$ cat src/rtl/fetch_stage.sv
// Instruction-fetch stage: PC register, single-outstanding imem handshake,
// 1-entry skid buffer for responses that arrive while decode is stalled,
// and the IF/ID pipeline register feeding decode and the hazard unit.
module fetch_stage #(
    parameter int                    ADDR_WIDTH    = 32,
    parameter int                    REGADDR_WIDTH = 4,
    parameter logic [ADDR_WIDTH-1:0] RESET_PC      = '0
) (
    input  logic                     clk,
    input  logic                     rst,
    input  logic                     pc_write,
    input  logic                     if_id_write,
    input  logic                     redirect_valid,
    input  logic [ADDR_WIDTH-1:0]    redirect_pc,
    output logic                     imem_req,
    output logic [ADDR_WIDTH-1:0]    imem_addr,
    input  logic                     imem_ready,
    input  logic                     imem_rvalid,
    input  logic [31:0]              imem_rdata,
    output logic                     if_id_valid,
    output logic [ADDR_WIDTH-1:0]    if_id_pc,
    output logic [31:0]              if_id_instr,
    output logic [REGADDR_WIDTH-1:0] if_id_rs,
    output logic [REGADDR_WIDTH-1:0] if_id_rt
);

    localparam logic [1:0] S_REQ  = 2'd0;
    localparam logic [1:0] S_WAIT = 2'd1;
    localparam logic [1:0] S_DROP = 2'd2;

    localparam logic [31:0] NOP_INSTR = 32'h0000_0013;

    logic [1:0]            state_q,       state_d;
    logic [ADDR_WIDTH-1:0] pc_q,          pc_d;
    logic [ADDR_WIDTH-1:0] req_pc_q,      req_pc_d;
    logic                  skid_valid_q,  skid_valid_d;
    logic [ADDR_WIDTH-1:0] skid_pc_q,     skid_pc_d;
    logic [31:0]           skid_instr_q,  skid_instr_d;
    logic                  if_id_valid_q, if_id_valid_d;
    logic [ADDR_WIDTH-1:0] if_id_pc_q,    if_id_pc_d;
    logic [31:0]           if_id_instr_q, if_id_instr_d;

    logic accept;
    logic deliver;

    // A request may only go out when idle, not stalled, the skid is empty
    // and no redirect is pending; a response is only usable in S_WAIT
    // when no redirect kills it in the same cycle.
    assign imem_req  = ~rst & (state_q == S_REQ) & pc_write & ~skid_valid_q & ~redirect_valid;
    assign imem_addr = pc_q;
    assign accept    = imem_req & imem_ready;
    assign deliver   = (state_q == S_WAIT) & imem_rvalid & ~redirect_valid;

    assign if_id_valid = if_id_valid_q;
    assign if_id_pc    = if_id_pc_q;
    assign if_id_instr = if_id_instr_q;
    assign if_id_rs    = if_id_instr_q[15 +: REGADDR_WIDTH];
    assign if_id_rt    = if_id_instr_q[20 +: REGADDR_WIDTH];

    // Next-state logic for the fetch FSM, PC, skid buffer and IF/ID register.
    always_comb begin
        state_d       = state_q;
        pc_d          = pc_q;
        req_pc_d      = req_pc_q;
        skid_valid_d  = skid_valid_q;
        skid_pc_d     = skid_pc_q;
        skid_instr_d  = skid_instr_q;
        if_id_valid_d = if_id_valid_q;
        if_id_pc_d    = if_id_pc_q;
        if_id_instr_d = if_id_instr_q;

        case (state_q)
            S_REQ: begin
                if (accept) begin
                    state_d = S_WAIT;
                end
            end
            S_WAIT: begin
                if (redirect_valid) begin
                    state_d = imem_rvalid ? S_REQ : S_DROP;
                end else if (imem_rvalid) begin
                    state_d = S_REQ;
                end
            end
            S_DROP: begin
                if (imem_rvalid) begin
                    state_d = S_REQ;
                end
            end
            default: begin
                state_d = S_REQ;
            end
        endcase

        if (redirect_valid) begin
            pc_d = redirect_pc;
        end else if (accept) begin
            pc_d = pc_q + ADDR_WIDTH'(4);
        end

        if (accept) begin
            req_pc_d = pc_q;
        end

        if (redirect_valid) begin
            skid_valid_d  = 1'b0;
            if_id_valid_d = 1'b0;
        end else if (if_id_write) begin
            if (skid_valid_q) begin
                if_id_valid_d = 1'b1;
                if_id_pc_d    = skid_pc_q;
                if_id_instr_d = skid_instr_q;
                skid_valid_d  = 1'b0;
            end else if (deliver) begin
                if_id_valid_d = 1'b1;
                if_id_pc_d    = req_pc_q;
                if_id_instr_d = imem_rdata;
            end else begin
                if_id_valid_d = 1'b0;
            end
        end else if (deliver) begin
            skid_valid_d = 1'b1;
            skid_pc_d    = req_pc_q;
            skid_instr_d = imem_rdata;
        end
    end

    // State registers with synchronous reset.
    always_ff @(posedge clk) begin
        if (rst) begin
            state_q       <= S_REQ;
            pc_q          <= RESET_PC;
            req_pc_q      <= '0;
            skid_valid_q  <= 1'b0;
            skid_pc_q     <= '0;
            skid_instr_q  <= NOP_INSTR;
            if_id_valid_q <= 1'b0;
            if_id_pc_q    <= '0;
            if_id_instr_q <= NOP_INSTR;
        end else begin
            state_q       <= state_d;
            pc_q          <= pc_d;
            req_pc_q      <= req_pc_d;
            skid_valid_q  <= skid_valid_d;
            skid_pc_q     <= skid_pc_d;
            skid_instr_q  <= skid_instr_d;
            if_id_valid_q <= if_id_valid_d;
            if_id_pc_q    <= if_id_pc_d;
            if_id_instr_q <= if_id_instr_d;
        end
    end

endmodule

$ cat config.mk
export PLATFORM = sky130hd
export DESIGN_NAME = fetch_stage
export DESIGN_NICKNAME = d
export VERILOG_FILES = /design/src/rtl/fetch_stage.sv
export SDC_FILE = /design/constraint.sdc
export NUM_CORES = 1
export LEC_CHECK = 0
export ABC_AREA = 1
export CORE_MARGIN = 2
export CORE_UTILIZATION = 50
export CTS_CLUSTER_SIZE = 16
export DETAILED_ROUTE_END_ITERATION = 8
export PLACE_DENSITY = 0.75
export SETUP_SLACK_MARGIN = 0.5
export SYNTH_ARGS = -nofsm -noshare
export SYNTH_HDL_FRONTEND = slang
export SYNTH_SLANG_ARGS = --single-unit
$ cat constraint.sdc
create_clock -name clk -period 3.55 [get_ports clk]
set_clock_uncertainty 0.05 [all_clocks]
set_input_delay 0.8875 -clock clk [delete_from_list [all_inputs] [get_ports clk]]
set_output_delay 0.8875 -clock clk [all_outputs]
set_load 0.01 [all_outputs]
After elaboration in Yosys (flattened, before gate mapping)
Cells that the tools add are included.

word-level totals
  bits in registers = 196
  input port bits = 71
  output and inout port bits = 106
  word-level logic and storage cells = 44

cells by class
  $add $sub $neg = 1
  equality and inequality tests = 3
  multiplexer cells = 13
  bitwise logic cells = 11
  reduce and logical (&&, ||, !) cells = 7

operators with widths
  kind                   number
  $mux 32                6
  $add 32x3->32 const B  1
  $mux 2                 4
  $and 1x1->1            7
  $pmux 2 s3             1
  $reduce_and 3->1       2
  $not 1->1              4
  $reduce_bool 2->1      2
  $reduce_or 3->1        1
  $eq 2x1->1 const B     1
  $eq 2x2->1 const B     1
  $logic_not 2->1        1
  $mux 1                 2
  $ne 2x2->1 const B     1
  $reduce_or 2->1        1

Longest topological paths before layout
Gate-level depths: netlist of run 1.

  depth in word-level cells = 8
  depth in mapped cells = 10

Worst setup path before layout of run 1
No wires, ideal clock.

  path type = input to output
  start point = in redirect_valid
  end point = out imem_req
  arrival time = 1.355 ns
  data required time = 2.612 ns
  slack = 1.258 ns
  stages = 4
  cells stage by stage = buf_6 > nor2_8 > nand3_2 > inv_1

on the way
  word-level cells in the longest chain between the ends = 2

ends and longest elaborated chain
  element                     line  text
  start, declared             13    input logic redirect_valid,
  $not 1->1 (no source line)  --
  $and 1x1->1                 49    assign imem_req = ~rst & (state_q == S_REQ) & pc_write & ~skid_valid_q & ~redirect_valid;
  end, declared               15    output logic imem_req,

Every way passes these cells.

Worst setup path after layout of run 1
  start point = in pc_write
  end point = out imem_req

on the way
  word-level cells in the longest chain between the ends = 3

ends and longest elaborated chain
  element                    line  text
  start, declared            11    input logic pc_write,
  $and 1x1->1 (3 in series)  49

Every way passes these cells.

==> summary.md, run 1 <==
| Metric | Value |
|---|---|
| Peak Freq | 343.0 MHz |
| Yosys reg bits | 196 |
| Critical-path maximum fanout | 2 |
| Inserted Diodes | 0 |
| Crit start category | input port |
| Min Clock Period, post-route | 2.916 ns |
| Critical path's slowest cell | clkdlybuf4s50_1 |
| Starting Density | 0.5107 |
| PwrDens | 420.7 nW/um^2 |
| Most used cell, CP | inv_1 |
| Die W | 136.7 um |
| Worst-path clk slew | 0.07 ns |
| Site Rows | 48 |
| Syn Nets | 1355 |
| Share of total power in combinational logic | 0.076 |
| Post-DP HPWL | 15320 um |
| Commonest non-fill, non-tap cell in the layout | nand2_1 |
| Largest net degree at the start of global routing | 79 |
| Area of the mapped netlist | 8802 um^2 |
| Sequential fraction of the synthesis area | 0.4458 |
| Critical Path Max Stage Delay | 0.47 ns |
| H-Tree Depth | 4 |
| Setup TNS | 0 ns |
| Final WL | 23360 um |
| Most frequent cells in the layout | nand2_1 (408), dfxtp_1 (195), clkdlybuf4s50_1 (173), nor2_1 (160), o21ai_0 (128) |
| Port Buffers | 176 |
| Post-synthesis mux area share | 0 |
| Hold_ws | 0.4142 ns |
| Final Hold Viols | 0 |
| Switching share of power | 0.2326 |
| Max Transition Viols Final | 0 |
| Slew margin rel. | 0.3389 |
| Slew @ Worst Pin | 0.9901 ns |
| Core area | 17240 um^2 |
| Max capacitance violation total | 0 |
| Global-route wire length before repair | 37140 um |
| Ports | 177 |
| Routed len/inst | 14.19 um |
| Fin crit share | 0.8214 |
| DIE AREA | 18680 um^2 |
| Final worst setup slack | 0.6341 ns |
| Arr. time, crit path | 1.98 ns |
| DR vias/cell | 5.122 |
| Vias | 8431 |
| Synth Area in Adders | 0.001421 |
| DRC Markers | 0 |
| Cells after Synth | 1283 |
| Register share of total power | 0.490 |
| Final cell count without fillers | 1646 |
| Placed Cells | 1614 |
| Crit path cell chain | clkdlybuf4s50_1, inv_1, nor2_4, nand3_2, inv_1, dlygate4sd2_1 |
| Largest family of logic cells by synthesized area | simple AND/OR/NAND/NOR gates |
| Final Wtd Congestion | 0.8718 |
| Sw Pwr | 1.088 mW |
| WS Path Type | in -> out |
| Internal power | 3.589 mW |
| DRT iter0 DRCs | 567 |
| Final Net Count | 1480 |
| Synth Area in XOR/XNOR | 0.005970 |
| CTS tree | done |
| Fraction of layout cells with a size suffix above 1 | 0.05630 |
| Post-Synth Simple-Gate Area | 0.2962 |
| Clock power frac | 0.434 |
| Critical path endpoint category | output pin |
| Area Overhead vs Synth | 26.27% |
| Clock Tree Buf Depth | 2 |
| RSZ-0062 raised after global routing | no |
| TritonCTS Buffers | 17 |
| Gr usage total | 0.2489 |
| Number of global-route vias before repair | 7409 |
| Status | finished, final reports clean |
| Initial antenna violation count | 0 |
| GRT overflow | 0 |
| Post-CTS setup buffers | 0 |
| Post-place setup slack | 0.1615 ns |
| Compound-Gate Fraction of Synth Area | 0.1613 |
| Post-synth cell types | 37 |
| Syn avg cell area | 6.861 um^2 |
| Later-pin clock latency in the skew report | 0.43 ns |
| Root Driver | clkbuf_16 |
| CP required | 2.61 ns |
| Die extent in y | 136.7 um |
| Leak pwr | 4.423 nW |
| Total clock sinks | 196 |
| Routed Antenna Nets | 0 |
| Initial DRT Pass Iterations | 5 |
| Max IR drop VDD | 0.4088 mV |
| Yosys warnings | 0 |
| Final setup viols | 0 |
| Worst hold path type | reg -> reg |
## power groups by stage
stage               clock [mW]  combinational (mW)  sequential (mW)
global route              2.14               0.394             2.29
CTS                       2.05               0.357             2.29
floorplan                    0               0.173             2.33
detailed placement           0               0.354             2.34
finish                    2.03               0.357             2.29
global placement             0               0.350             2.34
## sequential cells by signal, summed over array words and instances (netlist names)
signal and cells:
if_id_instr 32, if_id_pc 32, if_id_valid 1, imem_addr 32
req_pc_q 32, skid_instr_q 32, skid_pc_q 32, skid_valid_q 1
state_q 2
## through the flow
stage / total power [mW] / utilization / cell area, um^2
final: 4.676 / 0.6448 / 11110
after global routing: 4.828 / 0.6448 / 11110
after CTS: 4.693 / 0.6448 / 11110
after detailed placement: 2.692 / 0.6090 / 10500
after global placement: 2.689 / 0.6090 / 10500
after floorplan: 2.505 / - / 8802
## cells in the mapped netlist
| master | count | area [um^2] |
|---|---|---|
| nand4_1 | 3 | 18.77 |
| nand4_2 | 1 | 12.51 |
| clkbuf_2 | 1 | 5.000 |
| nand4_4 | 1 | 21.27 |
| nand3_4 | 1 | 17.52 |
| dfxtp_1 | 196 | 3924 |
| nor2_2 | 13 | 81.33 |
| a22oi_1 | 4 | 30.03 |
| nand2_2 | 2 | 12.51 |
| clkbuf_1 | 40 | 150.1 |
| buf_2 | 16 | 80.08 |
| clkinv_2 | 1 | 5.000 |
| nand3_1 | 45 | 225.2 |
| buf_1 | 2 | 7.510 |
| a31oi_1 | 1 | 6.260 |
| a211oi_1 | 1 | 7.510 |
| a211oi_2 | 6 | 75.07 |
| buf_4 | 17 | 127.6 |
| o21ai_0 | 128 | 640.6 |
| nor2_8 | 1 | 20.02 |
| xor2_1 | 4 | 35.03 |
| nor3_1 | 3 | 15.01 |
| ha_1 | 1 | 12.51 |
| xnor2_1 | 2 | 17.52 |
| inv_2 | 2 | 7.510 |
| a21oi_1 | 118 | 590.6 |
| nand2_1 | 408 | 1531 |
| o21ai_1 | 5 | 25.02 |
| nor2_4 | 2 | 22.52 |
| o211ai_1 | 6 | 45.04 |
| nand3_2 | 1 | 10.01 |
| and2_1 | 2 | 12.51 |
| inv_1 | 78 | 292.8 |
| inv_6 | 1 | 8.760 |
| buf_6 | 9 | 101.4 |
| nor4_1 | 1 | 6.260 |
| nor2_1 | 160 | 600.6 |
## final timing paths
| check | start | cells after the start | slack, ns | end |
|---|---|---|---|---|
| max | pc_write | 6 | 0.63 | imem_req |
| min | if_id_instr[25] | 2 | 0.41 | if_id_instr[25] |
| max reg2reg | skid_valid_q | 8 | 1.35 | if_id_instr[17] |
| min reg2reg | if_id_instr[25] | 2 | 0.41 | if_id_instr[25] |
## layer usage
metal,vias to the layer above,track usage,wire length (um)
li1,4325,-,-
met1,3792,0.3591,11030
met2,282,0.3833,10290
met3,32,0.04148,1633
met4,0,0.07060,398
met5,-,0,0
## area by class of cell
class	instances	area [um^2]
fillers	1549	6122
multi-input cells	920	4098
flip-flops and latches	196	3925
repair buffers	191	1882
clock buffers	19	432.9
inverters	82	314.1
well taps	225	281.5
clock inverters	13	181.4
## worst max-delay path: cells and delay by family
family,cells,cell delay (ns)
buffers and inverters,4,0.86
AND/OR/NAND/NOR,2,0.23
## cell families after synthesis
family	Yosys count
AOI/OAI and AO/OA	269
xor gates and xnor gates	6
adders and majority gates	1
buffers and inverters	167
DFF	196
and+or+nand+nor	644
## repair_timing
action                     in CTS  in global routing
gates resized for setup         3                  0
hold buffers                    0                  0
setup endpoints to repair       1                  0
Note: power is estimated with default switching activity, not from simulation.
==> inputs of run 2 (changes only) <==
- CORE_UTILIZATION: 50 -> 47
- PLACE_DENSITY: 0.75 -> 0.74
- clock period: 3.55 -> 2.6 ns (I/O delays scaled with it)
==> run 2 against run 1 <==
Sequential power increased by 37%. Cell count grew 1.3%. Register-to-register slack worse by 0.57 ns. Worst hold slack is essentially flat. Global-route usage shrank 1.3 points. Utilization down 3.4 points. Clock power increased by 29%. Die area up 6.2%. Non-clock buffer count up 13. Largest cell class unchanged.
==> summary.md, run 2 (same netlist as run 1, synthesis figures left out) <==
| Metric | Value |
|---|---|
| Critical path's slowest cell | clkdlybuf4s50_1 |
| Worst hold path type | reg -> reg |
| Final Net Count | 1493 |
| Starting Density | 0.4753 |
| Largest net degree at the start of global routing | 82 |
| Worst-path clk slew | 0.07 ns |
| Fraction of layout cells with a size suffix above 1 | 0.08647 |
| Post-place setup slack | -0.1865 ns |
| Hold Startpoint | if_id_pc[15] |
| Peak Freq | 485.2 MHz |
| Number of global-route vias before repair | 7744 |
| Crit path cell chain | clkdlybuf4s50_1 |
| Kind of cell adding the most delay to the critical path | buffers and inverters |
| Initial antenna violation count | 0 |
| Area Overhead vs Synth | 28.46% |
| Setup TNS | 0 ns |
| Final Core Density | 0.6106 |
| Number of cells on the critical path | 1 |
| CTS tree | done |
| Ports | 177 |
| Critical Path Sink | imem_addr[28] |
| Placed instance area | 10640 um^2 |
| Port Buffers | 176 |
| Most frequent cells in the layout | nand2_1 (408), dfxtp_1 (167), nor2_1 (160), clkdlybuf4s50_1 (144), o21ai_0 (128) |
| Slew @ Worst Pin | 0.6072 ns |
| H-Tree Depth | 4 |
| Min Clock Period, post-route | 2.061 ns |
| Clock Tree Buf Depth | 2 |
| Die extent in y | 140.9 um |
| Reg-to-reg setup timing slack | 0.78 ns |
| Total power | 6.232 mW |
| Commonest non-fill, non-tap cell in the layout | nand2_1 |
| Site Rows | 50 |
| FF-to-FF Start | imem_addr[2] |
| GRT overflow | 0 |
| Initial DRT Pass Iterations | 5 |
| Leak pwr | 4.826 nW |
| Worst r2r path cells | 10 |
| PwrDens | 551.1 nW/um^2 |
| Vias | 8442 |
| Max IR drop VDD | 0.4493 mV |
| FF-to-FF End | imem_addr[20] |
| Final cell count without fillers | 1668 |
| WS Path Type | reg -> out |
| TritonCTS Buffers | 17 |
| Slew margin rel. | 0.5952 |
| Die W | 140.9 um |
| Root Driver | clkbuf_16 |
| Hold_ws | 0.4140 ns |
| Routed Antenna Nets | 0 |
| RSZ-0062 raised after global routing | yes |
| Max Transition Viols Final | 0 |
| FILL cells | 1759 |
| Final setup viols | 0 |
| DRT iter0 DRCs | 524 |
| DR vias/cell | 5.061 |
| Max capacitance violation total | 0 |
| Core area | 18520 um^2 |
| Arr. time, crit path | 1.36 ns |
| Global-route wire length before repair | 38410 um |
| Inserted Diodes | 0 |
| Routed len/inst | 13.84 um |
| Critical path endpoint category | output pin |
| Crit start category | register |
| DRC Markers | 0 |
| CP startpoint | imem_addr[28] |
| Final Cell Area | 11310 um^2 |
| Final Wtd Congestion | 0.9180 |
| # hold bufs at CTS | 0 |
| DIE AREA | 19840 um^2 |
| Gr usage total | 0.2358 |
| Critical Path Max Stage Delay | 0.55 ns |
| Later-pin clock latency in the skew report | 0.43 ns |
| Post-DP HPWL | 15750 um |
| CP required | 1.90 ns |
| Final Hold Viols | 0 |
| Fin crit share | 0.7926 |
| CP Buf/Inv Count | 1 |
| Status | finished, final reports clean |
| Final WL | 23080 um |
| Final worst setup slack | 0.5391 ns |
| Placed Cells | 1635 |
| Total clock sinks | 196 |
| Critical-path maximum fanout | 5 |
[run 2: cell types whose count changed in the layout (fill, tap and decap cells not counted), sizes merged]
cell,delta
bufinv,-3
inv,+7
dlygate4sd2,+9
clkdlybuf4s50,-29
dlymetal6s2s,+19
clkinv,-1
clkbuf,-2
buf,+14
clkinvlp,-1
[run 2: what timing repair did]
item / in CTS / in global routing
gates resized for setup: 46 / 21
pin swaps: 2 / 0
endpoints found under the setup margin: 159 / 80
buffers inserted: 1 / 0
[run 2: worst min path at each step]
stage                            endpoint  slack, ns  cells after the start
after floorplan           skid_instr_q[0]       0.39                      2
after global placement       if_id_pc[31]       0.40                      2
after detailed placement  if_id_instr[28]       0.41                      2
after CTS                 if_id_instr[28]       0.42                      2
after global routing         if_id_pc[10]       0.43                      2
final                        if_id_pc[15]       0.41                      2
[run 2: power by group]
part           internal, mW  switching (mW)  leakage (nW)
clock network          1.37            1.25         0.286
logic                 0.231           0.256          2.94
registers              3.06          0.0670          1.60
[run 2: layout make-up]
cell class	instances	area [um^2]	share of cell area
clock inverters	15	158.9	0.01405
well taps	234	292.8	0.02589
multi-input cells	920	4093	0.3620
inverters	82	314.1	0.02777
repair buffers	204	2056	0.1818
flip-flops and latches	196	3968	0.3509
clock buffers	17	425.4	0.03762
[run 2: metal layers]
metal  global-route usage  part of all wire  vias up  wire (um)
met3              0.03974             0.056       36       1287
met5                    0                 0        -          0
li1                     -                 -     4366          -
met4              0.08474             0.023        0        530
met2               0.3684              0.45      275      10430
met1               0.3302              0.47     3765      10840
==> inputs of run 3 (changes only) <==
- clock period: 2.6 -> 1.78 ns (I/O delays scaled with it)
==> run 3 against run 2 <==
Sequential share of layout area fell by 5.0 points. First-iteration DRC count grew 26%. Cell count rose by 7.7%. Setup slack worse by 0.40 ns. Flip-flop and latch count unchanged. Clock power grew 49%. Critical path depth grew 3. Critical path type unchanged. Critical endpoint is now imem_req. Largest cell class unchanged.
==> summary.md, run 3 (same netlist as run 1, synthesis figures left out) <==
| Metric | Value |
|---|---|
| Final Core Density | 0.7388 |
| Gr usage total | 0.2570 |
| Inserted Diodes | 0 |
| Leak pwr | 5.750 nW |
| Max Transition Viols Final | 0 |
| Area Overhead vs Synth | 55.42% |
| CTS tree | done |
| PwrDens | 690.8 nW/um^2 |
| Critical path's slowest cell | dfxtp_4 |
| Starting Density | 0.4753 |
| Setup TNS | 0 ns |
| Largest net degree at the start of global routing | 78 |
| DRC Markers | 0 |
| Total clock sinks | 196 |
| Root Driver | clkbuf_16 |
| Post-DP HPWL | 16720 um |
| Worst-path clk slew | 0.07 ns |
| Site Rows | 50 |
| Final Wtd Congestion | 0.8730 |
| GRT overflow | 0 |
| Arr. time, crit path | 1.15 ns |
| Core area | 18520 um^2 |
| Final Net Count | 1622 |
| Max IR drop VDD | 0.7581 mV |
| Worst hold path type | in -> reg |
| Commonest non-fill, non-tap cell in the layout | nand2_1 |
| DRT iter0 DRCs | 659 |
| Slew margin rel. | 0.6263 |
| Critical Path Max Stage Delay | 0.36 ns |
| Clock Tree Buf Depth | 2 |
| Critical-path maximum fanout | 2 |
| Final setup viols | 0 |
| Min Clock Period, post-route | 1.641 ns |
| DIE AREA | 19840 um^2 |
| WS Path Type | reg -> out |
| Critical path endpoint category | output pin |
| Die extent in y | 140.9 um |
| TritonCTS Buffers | 17 |
| Initial DRT Pass Iterations | 5 |
| Final Hold Viols | 0 |
| Kind of cell adding the most delay to the critical path | flip-flops |
| Ports | 177 |
| Initial antenna violation count | 0 |
| Final cell count without fillers | 1797 |
| Max capacitance violation total | 0 |
| Placed Cells | 1677 |
| Hold_ws | 0.3415 ns |
| Vias | 9638 |
| Later-pin clock latency in the skew report | 0.45 ns |
| Peak Freq | 609.3 MHz |
| Fin crit share | 0.9220 |
| Global-route wire length before repair | 41290 um |
| Fraction of layout cells with a size suffix above 1 | 0.3436 |
| Most frequent cells in the layout | nand2_1 (395), nor2_1 (131), buf_6 (115), buf_4 (102), dfxtp_1 (96) |
| Routed Antenna Nets | 0 |
| FILL cells | 1326 |
| Slew @ Worst Pin | 0.5605 ns |
| Port Buffers | 176 |
| Die W | 140.9 um |
| CP required | 1.28 ns |
| Number of global-route vias before repair | 8302 |
| Total power | 9.450 mW |
| CP Buf/Inv Count | 2 |
| H-Tree Depth | 4 |
| Crit path cell chain | nor2_4, nand3_4, inv_2, buf_6 |
| Status | finished, final reports clean |
| Final WL | 30220 um |
| RSZ-0062 raised after global routing | yes |
| DR vias/cell | 5.363 |
| Routed len/inst | 16.82 um |
| Crit start category | register |
==> run 3: cell types whose count changed in the layout (fill, tap and decap cells not counted), sizes merged <==
| cell | previous run | this run |
|---|---|---|
| buf | 30 | 248 |
| dlygate4sd2 | 11 | 2 |
| clkdlybuf4s50 | 144 | 66 |
| clkinvlp | 1 | 2 |
| inv | 90 | 89 |
| bufbuf | 0 | 1 |
| dlymetal6s2s | 19 | 0 |
| clkbuf | 17 | 33 |
==> run 3: final cells by class <==
cell class | count | area [um^2] | share of cell area
Multi-Input combinational cell | 920 | 4569 | 0.3340
Sequential cell | 196 | 4116 | 0.3009
Timing Repair Buffer | 333 | 3785 | 0.2767
Clock buffer | 17 | 425.4 | 0.03110
Inverter | 82 | 334.1 | 0.02442
Tap cell | 234 | 292.8 | 0.02140
Clock inverter | 15 | 157.7 | 0.01152
==> run 3: final timing paths <==
| path | endpoint | depth (start not counted) | startpoint | slack [ns] |
|---|---|---|---|---|
| worst max-delay path | imem_req | 4 | skid_valid_q | 0.14 |
| worst max register to register | if_id_pc[26] | 9 | state_q[0] | 0.18 |
| worst min register to register | if_id_pc[14] | 2 | if_id_pc[14] | 0.41 |
| worst min-delay path | state_q[1] | 2 | imem_rvalid | 0.34 |
==> run 3: worst register-to-register path, cell delays in order, from the launching register on <==
cell and delay (ns):
dfxtp_2 0.35, buf_4 0.13, nand4_4 0.11, nand2_4 0.12, nand3_4 0.14, clkinv_8 0.12, buf_8 0.13, buf_12 0.13
nand2_1 0.06, a21oi_1 0.19
==> run 3: what timing repair did <==
action / CTS / global route
buffers inserted: 27 / 37
gates cloned: 4 / 20
hold buffers: 0 / 0
pin swaps: 7 / 35
setup endpoints to repair: 300 / 297
gates resized for setup: 586 / 186
==> run 3: layer usage <==
layer	wire (um)	share of wire	global-route usage
met4	651	0.022	0.06421
met5	0	0	0
met3	2109	0.070	0.04620
met2	14570	0.48	0.4295
met1	12890	0.43	0.3461
==> run 3: power breakdown <==
part / total (mW) / leakage [nW] / switching (mW) / internal, mW
Clock: 3.91 / 0.282 / 1.92 / 1.99
Sequential: 4.54 / 1.64 / 0.0869 / 4.45
Combinational: 1.01 / 3.83 / 0.505 / 0.500
==> run 3: through the flow <==
step | setup slack, ns | instance area [um^2]
CTS | 0.1470 | 12500
global route | 0.09161 | 13680
detailed placement | -0.5281 | 11300
global placement | -0.5118 | 11300
floorplan | 0.2567 | 9228
finish | 0.1389 | 13680
